## config.mk

```make
export PLATFORM = sky130hd
export DESIGN_NAME = pc_redirect_unit_flat
export DESIGN_NICKNAME = d
export VERILOG_FILES = /design/src/rtl/pc_redirect_unit_pkg.sv /design/src/rtl/pc_redirect_unit_if.sv /design/src/rtl/pc_redirect_unit_pc_next_sel.sv /design/src/rtl/pc_redirect_unit.sv /design/src/flat_wrapper.sv
export SDC_FILE = /design/constraint.sdc
export NUM_CORES = 1
export LEC_CHECK = 0
export CORE_ASPECT_RATIO = 1.25
export CORE_MARGIN = 5
export CORE_UTILIZATION = 40
export DETAILED_ROUTE_END_ITERATION = 8
export HOLD_SLACK_MARGIN = 0.08
export PLACE_DENSITY = 0.78
export SYNTH_ARGS = -nofsm -noshare
export SYNTH_HDL_FRONTEND = slang
export SYNTH_HIERARCHICAL = 1
export SYNTH_SLANG_ARGS = --single-unit
```

## constraint.sdc

```tcl
create_clock -name clock -period 2.45 [get_ports clock]
set_input_delay 0.3675 -clock clock [delete_from_list [all_inputs] [get_ports clock]]
set_output_delay 0.3675 -clock clock [all_outputs]
set_load 0.005 [all_outputs]
```

## src/rtl/pc_redirect_unit_pkg.sv

```systemverilog
// Shared types and defaults for the fetch-stage PC redirect unit.
// State encoding and the default reset PC live here so every file agrees on them.
package pc_redirect_unit_pkg;

   typedef enum logic [1:0] {
      RUN   = 2'd0,
      HOLD  = 2'd1,
      FLUSH = 2'd2
   } state_t;

   localparam logic [31:0] DEFAULT_RESET_PC = 32'h0000_0000;

endpackage

```

## src/rtl/pc_redirect_unit_if.sv

```systemverilog
// Redirect-request and fetch-address bundle between the pipeline and the PC unit.
// Optional PC_REDIRECT_CNT_EN adds the redirect_count output.
interface pc_redirect_unit_if #(
   parameter int unsigned IMEM_AW = 12
);
   logic               stall;
   logic               br_taken;
   logic [31:0]        br_pc;
   logic [31:0]        br_offset;
   logic               jump_en;
   logic [31:0]        jump_target;
   logic               jr_en;
   logic [31:0]        jr_target;
   logic [31:0]        pc;
   logic [IMEM_AW-1:0] imem_addr;
   logic               flush;
`ifdef PC_REDIRECT_CNT_EN
   logic [31:0]        redirect_count;
`endif

   modport master (
      output stall, br_taken, br_pc, br_offset, jump_en, jump_target, jr_en, jr_target,
`ifdef PC_REDIRECT_CNT_EN
      input  redirect_count,
`endif
      input  pc, imem_addr, flush
   );

   modport slave (
      input  stall, br_taken, br_pc, br_offset, jump_en, jump_target, jr_en, jr_target,
`ifdef PC_REDIRECT_CNT_EN
      output redirect_count,
`endif
      output pc, imem_addr, flush
   );

endinterface

```

## src/rtl/pc_redirect_unit_pc_next_sel.sv

```systemverilog
// Combinational next-PC priority mux: jr > jump > taken branch > stall hold > pc+1.
// All arithmetic is plain 32-bit modulo 2^32; offsets arrive already sign-extended.
module pc_next_sel
   import pc_redirect_unit_pkg::*;
(
   input  logic [31:0] i_pc,
   input  logic        i_stall,
   input  logic        i_br_taken,
   input  logic [31:0] i_br_pc,
   input  logic [31:0] i_br_offset,
   input  logic        i_jump_en,
   input  logic [31:0] i_jump_target,
   input  logic        i_jr_en,
   input  logic [31:0] i_jr_target,
   output logic [31:0] o_next_pc,
   output logic        o_redirect
);

   logic [31:0] w_br_dest;
   logic [31:0] w_seq_pc;

   assign w_br_dest  = i_br_pc + 32'd1 + i_br_offset;
   assign w_seq_pc   = i_pc + 32'd1;
   assign o_redirect = i_jr_en | i_jump_en | i_br_taken;

   always_comb begin
      o_next_pc = w_seq_pc;
      if (i_jr_en)         o_next_pc = i_jr_target;
      else if (i_jump_en)  o_next_pc = i_jump_target;
      else if (i_br_taken) o_next_pc = w_br_dest;
      else if (i_stall)    o_next_pc = i_pc;
   end

endmodule

```

## src/rtl/pc_redirect_unit.sv

```systemverilog
// Fetch PC register, RUN/HOLD/FLUSH state machine and flush pulse generation.
// Define PC_REDIRECT_CNT_EN to add the free-running redirect_count output.
module pc_redirect_unit
   import pc_redirect_unit_pkg::*;
#(
   parameter logic [31:0] RESET_PC = DEFAULT_RESET_PC,
   parameter int unsigned IMEM_AW  = 12
) (
   input logic               clock,
   input logic               reset,
   pc_redirect_unit_if.slave bus
);

   logic [31:0] r_pc;
   state_t      r_state;
   logic [31:0] w_next_pc;
   logic        w_redirect;

   pc_next_sel u_next_sel (
      .i_pc          (r_pc),
      .i_stall       (bus.stall),
      .i_br_taken    (bus.br_taken),
      .i_br_pc       (bus.br_pc),
      .i_br_offset   (bus.br_offset),
      .i_jump_en     (bus.jump_en),
      .i_jump_target (bus.jump_target),
      .i_jr_en       (bus.jr_en),
      .i_jr_target   (bus.jr_target),
      .o_next_pc     (w_next_pc),
      .o_redirect    (w_redirect)
   );

   // A redirect overrides a simultaneous stall: the stalled instruction is wrong-path.
   always_ff @(posedge clock) begin
      if (reset) begin
         r_pc    <= RESET_PC;
         r_state <= RUN;
      end else begin
         r_pc <= w_next_pc;
         if (w_redirect)     r_state <= FLUSH;
         else if (bus.stall) r_state <= HOLD;
         else                r_state <= RUN;
      end
   end

   // Every state change flips at most the flush-decoding bit pattern cleanly, so this stays glitch-free.
   assign bus.flush     = (r_state == FLUSH);
   assign bus.pc        = r_pc;
   assign bus.imem_addr = r_pc[IMEM_AW-1:0];

`ifdef PC_REDIRECT_CNT_EN
   logic [31:0] r_redirect_count;

   always_ff @(posedge clock) begin
      if (reset)           r_redirect_count <= '0;
      else if (w_redirect) r_redirect_count <= r_redirect_count + 32'd1;
   end

   assign bus.redirect_count = r_redirect_count;
`endif

endmodule

```

## src/flat_wrapper.sv

```systemverilog
// flat-port wrapper written by rule: the top's interface ports become plain ports
module pc_redirect_unit_flat import pc_redirect_unit_pkg::*;
#(
   parameter logic [31:0] RESET_PC = DEFAULT_RESET_PC,
   parameter int unsigned IMEM_AW  = 12
)
  (clock, reset, bus_stall, bus_br_taken, bus_br_pc, bus_br_offset, bus_jump_en, bus_jump_target, bus_jr_en, bus_jr_target, bus_pc, bus_imem_addr, bus_flush);
  pc_redirect_unit_if #(.IMEM_AW(IMEM_AW)) bus_i ();
  input logic clock;
  input logic reset;
  input wire logic [$bits(bus_i.stall)-1:0] bus_stall;
  input wire logic [$bits(bus_i.br_taken)-1:0] bus_br_taken;
  input wire logic [$bits(bus_i.br_pc)-1:0] bus_br_pc;
  input wire logic [$bits(bus_i.br_offset)-1:0] bus_br_offset;
  input wire logic [$bits(bus_i.jump_en)-1:0] bus_jump_en;
  input wire logic [$bits(bus_i.jump_target)-1:0] bus_jump_target;
  input wire logic [$bits(bus_i.jr_en)-1:0] bus_jr_en;
  input wire logic [$bits(bus_i.jr_target)-1:0] bus_jr_target;
  output wire logic [$bits(bus_i.pc)-1:0] bus_pc;
  output wire logic [$bits(bus_i.imem_addr)-1:0] bus_imem_addr;
  output wire logic [$bits(bus_i.flush)-1:0] bus_flush;
  assign bus_i.stall = bus_stall;
  assign bus_i.br_taken = bus_br_taken;
  assign bus_i.br_pc = bus_br_pc;
  assign bus_i.br_offset = bus_br_offset;
  assign bus_i.jump_en = bus_jump_en;
  assign bus_i.jump_target = bus_jump_target;
  assign bus_i.jr_en = bus_jr_en;
  assign bus_i.jr_target = bus_jr_target;
  assign bus_pc = bus_i.pc;
  assign bus_imem_addr = bus_i.imem_addr;
  assign bus_flush = bus_i.flush;
  pc_redirect_unit #(.RESET_PC(RESET_PC), .IMEM_AW(IMEM_AW)) u_core (.clock(clock), .reset(reset), .bus(bus_i));
endmodule
```

==> results.md <==
- Outcome: finished with violations
- Violated checks: negative setup slack
- Maximum clock path buffer count: 2
- Die ar.: 0.0131 sq mm
- Clk Tree Root Cell: clkbuf_16
- Grt ovf: 0
- Detailed-route via count: 5787
- Crit. End Element: flop
- Initial Util: about two fifths
- CTS Sinks: 34
- Setup TNS Final: -0.425 ns
- Area leader, netlist: dfxtp_1
- Synthesized area per cell: 7.36 sq um
- Die X: ~100 um
- Crit-path max FO: 2
- Final ANT Viol Nets: 0
- Endpoints failing setup: 7
- Worst rel slew slack: 30.8%
- First drt pass iteration count: 6
- Startpoint types: primary input
- Pwr Density: 370 mW/mm^2
- Share of cells above drive strength 1: 28.8%
- Final period utilization: 105%
- Seq/Total Area, Yosys: approximately 16%
- Slowest stage cell, crit path: fa_2
- Leak: between 0.003 and 0.004 uW
- Synth async-reset ratio: 0%
- Largest net degree at the start of global routing: 37
- Most frequent cells in the layout: clkdlybuf4s50_1, buf_4, nor2_1, nand2_1, a21oi_1
- Clock Latency Late Sink: 0.28 ns
- Cell Area, Synth: 0.00434 sq mm
- DRC viols: 0
- CTS tree: done
- Setup slack after layout: -0.128 ns
- First-pass GRT wire length: roughly 30 mm
- Fillers: 753
- Yosys warns: 6
- Hold-fix buffers, CTS: 0
- Endpoints failing hold: 0
- Worst R2R Start: u_core/bus.pc[1]
- Worst Tran Pin Value: 1.03 ns
- Post-Route WL: 19.6 mm
- H-tree depth: 2
- Fin area: 0.00795 sq mm
- Hold_sp: bus_br_taken
- Synth top area share: approximately 16%
- Commonest non-fill, non-tap cell in the layout: clkdlybuf4s50_1
- Unique masters post-synth: 73
- Ranking of synthesized cells by area: dfxtp_1, ha_1, a21oi_1
- Port bufs: 178
- WP data arrival: 2.73 ns
- Routability congestion estimate from global placement: 0.987
- Drt wl/cell: around 20 um
- Synth Flop Type: dfxtp_1
- Number of vias per cell: between 5 and 6
- I/O pins: 179
- Hold crit path type: primary input to flop
- Final net count: 1040
- Worst-path cell chain: buf_6 > inv_4 > ha_4 > inv_4 > fa_2 > a21oi_4 > nand4b_1 > buf_4 > nand2_1 > a21o_1 > a21oi_2 > xor2_1 > a21oi_1 > a221o_1 > nor2b_1
- Final Util: 74.8%
- Critical Path Source: bus_br_pc[0]
- Detailed Route Iter0 Violations: ~450
- Worst path max stage delay: 0.41 ns
- Area after DPL: 0.00693 sq mm
- Maxcap violations: 0
- Synth-to-Final Area Change: 83.0%
- Syn Inst Count: 590
- Clock Skews: 0.00710 ns
- Clock-pin slew on the worst setup and hold paths: 0.06 ns
- Min Tclk post-route: 2.58 ns
- Synth Net Count: 757
- N_diodes: 0
- Req. time, crit path: ~2.6 ns
- Die Ht: 126 um
- Peak Freq: 388 MHz
- EDFF count, synth: 0
- Number of max-slew violations in the final report: 0
- Peak supply drop: 0.279 mV
- Initial antenna violation count: 0
- Post-DP HPWL: 14.4 mm
- TritonCTS buffer count: 5
- GRT Overall Usage: 28.1%
- Unrepaired setup endpoints after global routing: true
- Synth Register Bits: 34
- Most frequent CP cell: inv_4
- Vias in the first global route: 5885
- Core Region: 0.0106 sq mm
- # rows: 42
- Crit path kind: primary input to flop
==> Yosys cell counts (all sizes together), types with 6 or more instances <==
library cell	number
a21o	13
nor2	48
a21oi	58
nand2b	6
and3	13
nor2b	39
dfxtp	34
nand2	47
o21ai	43
o21bai	6
buf	21
a211oi	11
o21a	6
nand4	12
nand3	14
o22ai	8
xor2	22
nor3	12
clkbuf	18
a31oi	8
ha	32
inv	18
xnor2	33
==> per-stage QoR <==
stage | cells | power (uW) | setup slack [ns] | hold slack [ns]
finish | 1006 | 2940 | -0.128 | 0.739
detailed placement | 974 | 2010 | -0.714 | 0.757
CTS | 996 | 2780 | -0.00959 | 0.709
global route | 1006 | 3080 | -0.185 | 0.757
floorplan | 590 | 1300 | -0.00644 | 0.439
global placement | 974 | 1990 | -0.583 | 0.767
==> worst paths after layout <==
| check | to | slack (ns) | cells past startpoint |
|---|---|---|---|
| max | u_core/bus.pc[8] | -0.13 | 15 |
| max reg2reg | u_core/bus.pc[29] | 0.16 | 9 |
| min reg2reg | u_core/bus.pc[14] | 0.79 | 4 |
| min | u_core/bus.pc[23] | 0.74 | 4 |
==> layer usage <==
metal	vias to the layer above	global-route usage, %	part of all wire (%)
met2	321	49.2	50
met1	2672	33.7	37
met4	0	13.3	4.8
li1	2715	-	-
met3	79	2.91	7.8
met5	-	0	0
==> what timing repair did <==
action / CTS / global route
gates resized for setup: 112 / 69
pin swaps: 45 / 47
setup buffers: 15 / 10
gates cloned: 0 / 0
setup endpoints to repair: 26 / 25
==> registers in the layout, indices dropped and copies added (netlist names) <==
signal and count:
u_core/bus.pc 32, u_core/r_state 2
==> power by group <==
part	total [uW]	internal (uW)	switching, uW
Clock	639	402	237
Combinational	1650	905	746
Sequential	650	597	52.8
==> cell type report <==
class | instances | area (sq um) | area share [%]
Clock buffer | 6 | 139 | 1.75
Clock inverter | 2 | 12.5 | 0.157
Inverter | 19 | 78.8 | 0.992
Timing Repair Buffer | 315 | 2830 | 35.7
Multi-Input combinational cell | 498 | 4040 | 50.8
Sequential cell | 34 | 681 | 8.57
Tap cell | 132 | 165 | 2.08
==> worst max-delay path: cells and delay by family <==
| kind | cells | cell delay (ns) |
|---|---|---|
| fa+ha+maj | 2 | 0.55 |
| simple gates | 3 | 0.41 |
| compound gates | 5 | 0.88 |
| buf+inv | 4 | 0.33 |
| xor+xnor | 1 | 0.20 |
==> cell families (layout without fill, tap and decap cells) <==
family                   after synthesis  count (layout)  share of synthesized area [%]
flip-flops                            34              34                           15.7
buffers and inverters                 58             342                           6.66
AND/OR/NAND/NOR                      209             209                           25.2
multiplexers                           5               5                           1.15
AO/OA/AOI/OAI                        196             196                           30.3
XOR/XNOR                              55              55                           11.3
adder cells (fa/ha/maj)               33              33                           9.68
Note: power is estimated with default switching activity, not from simulation.
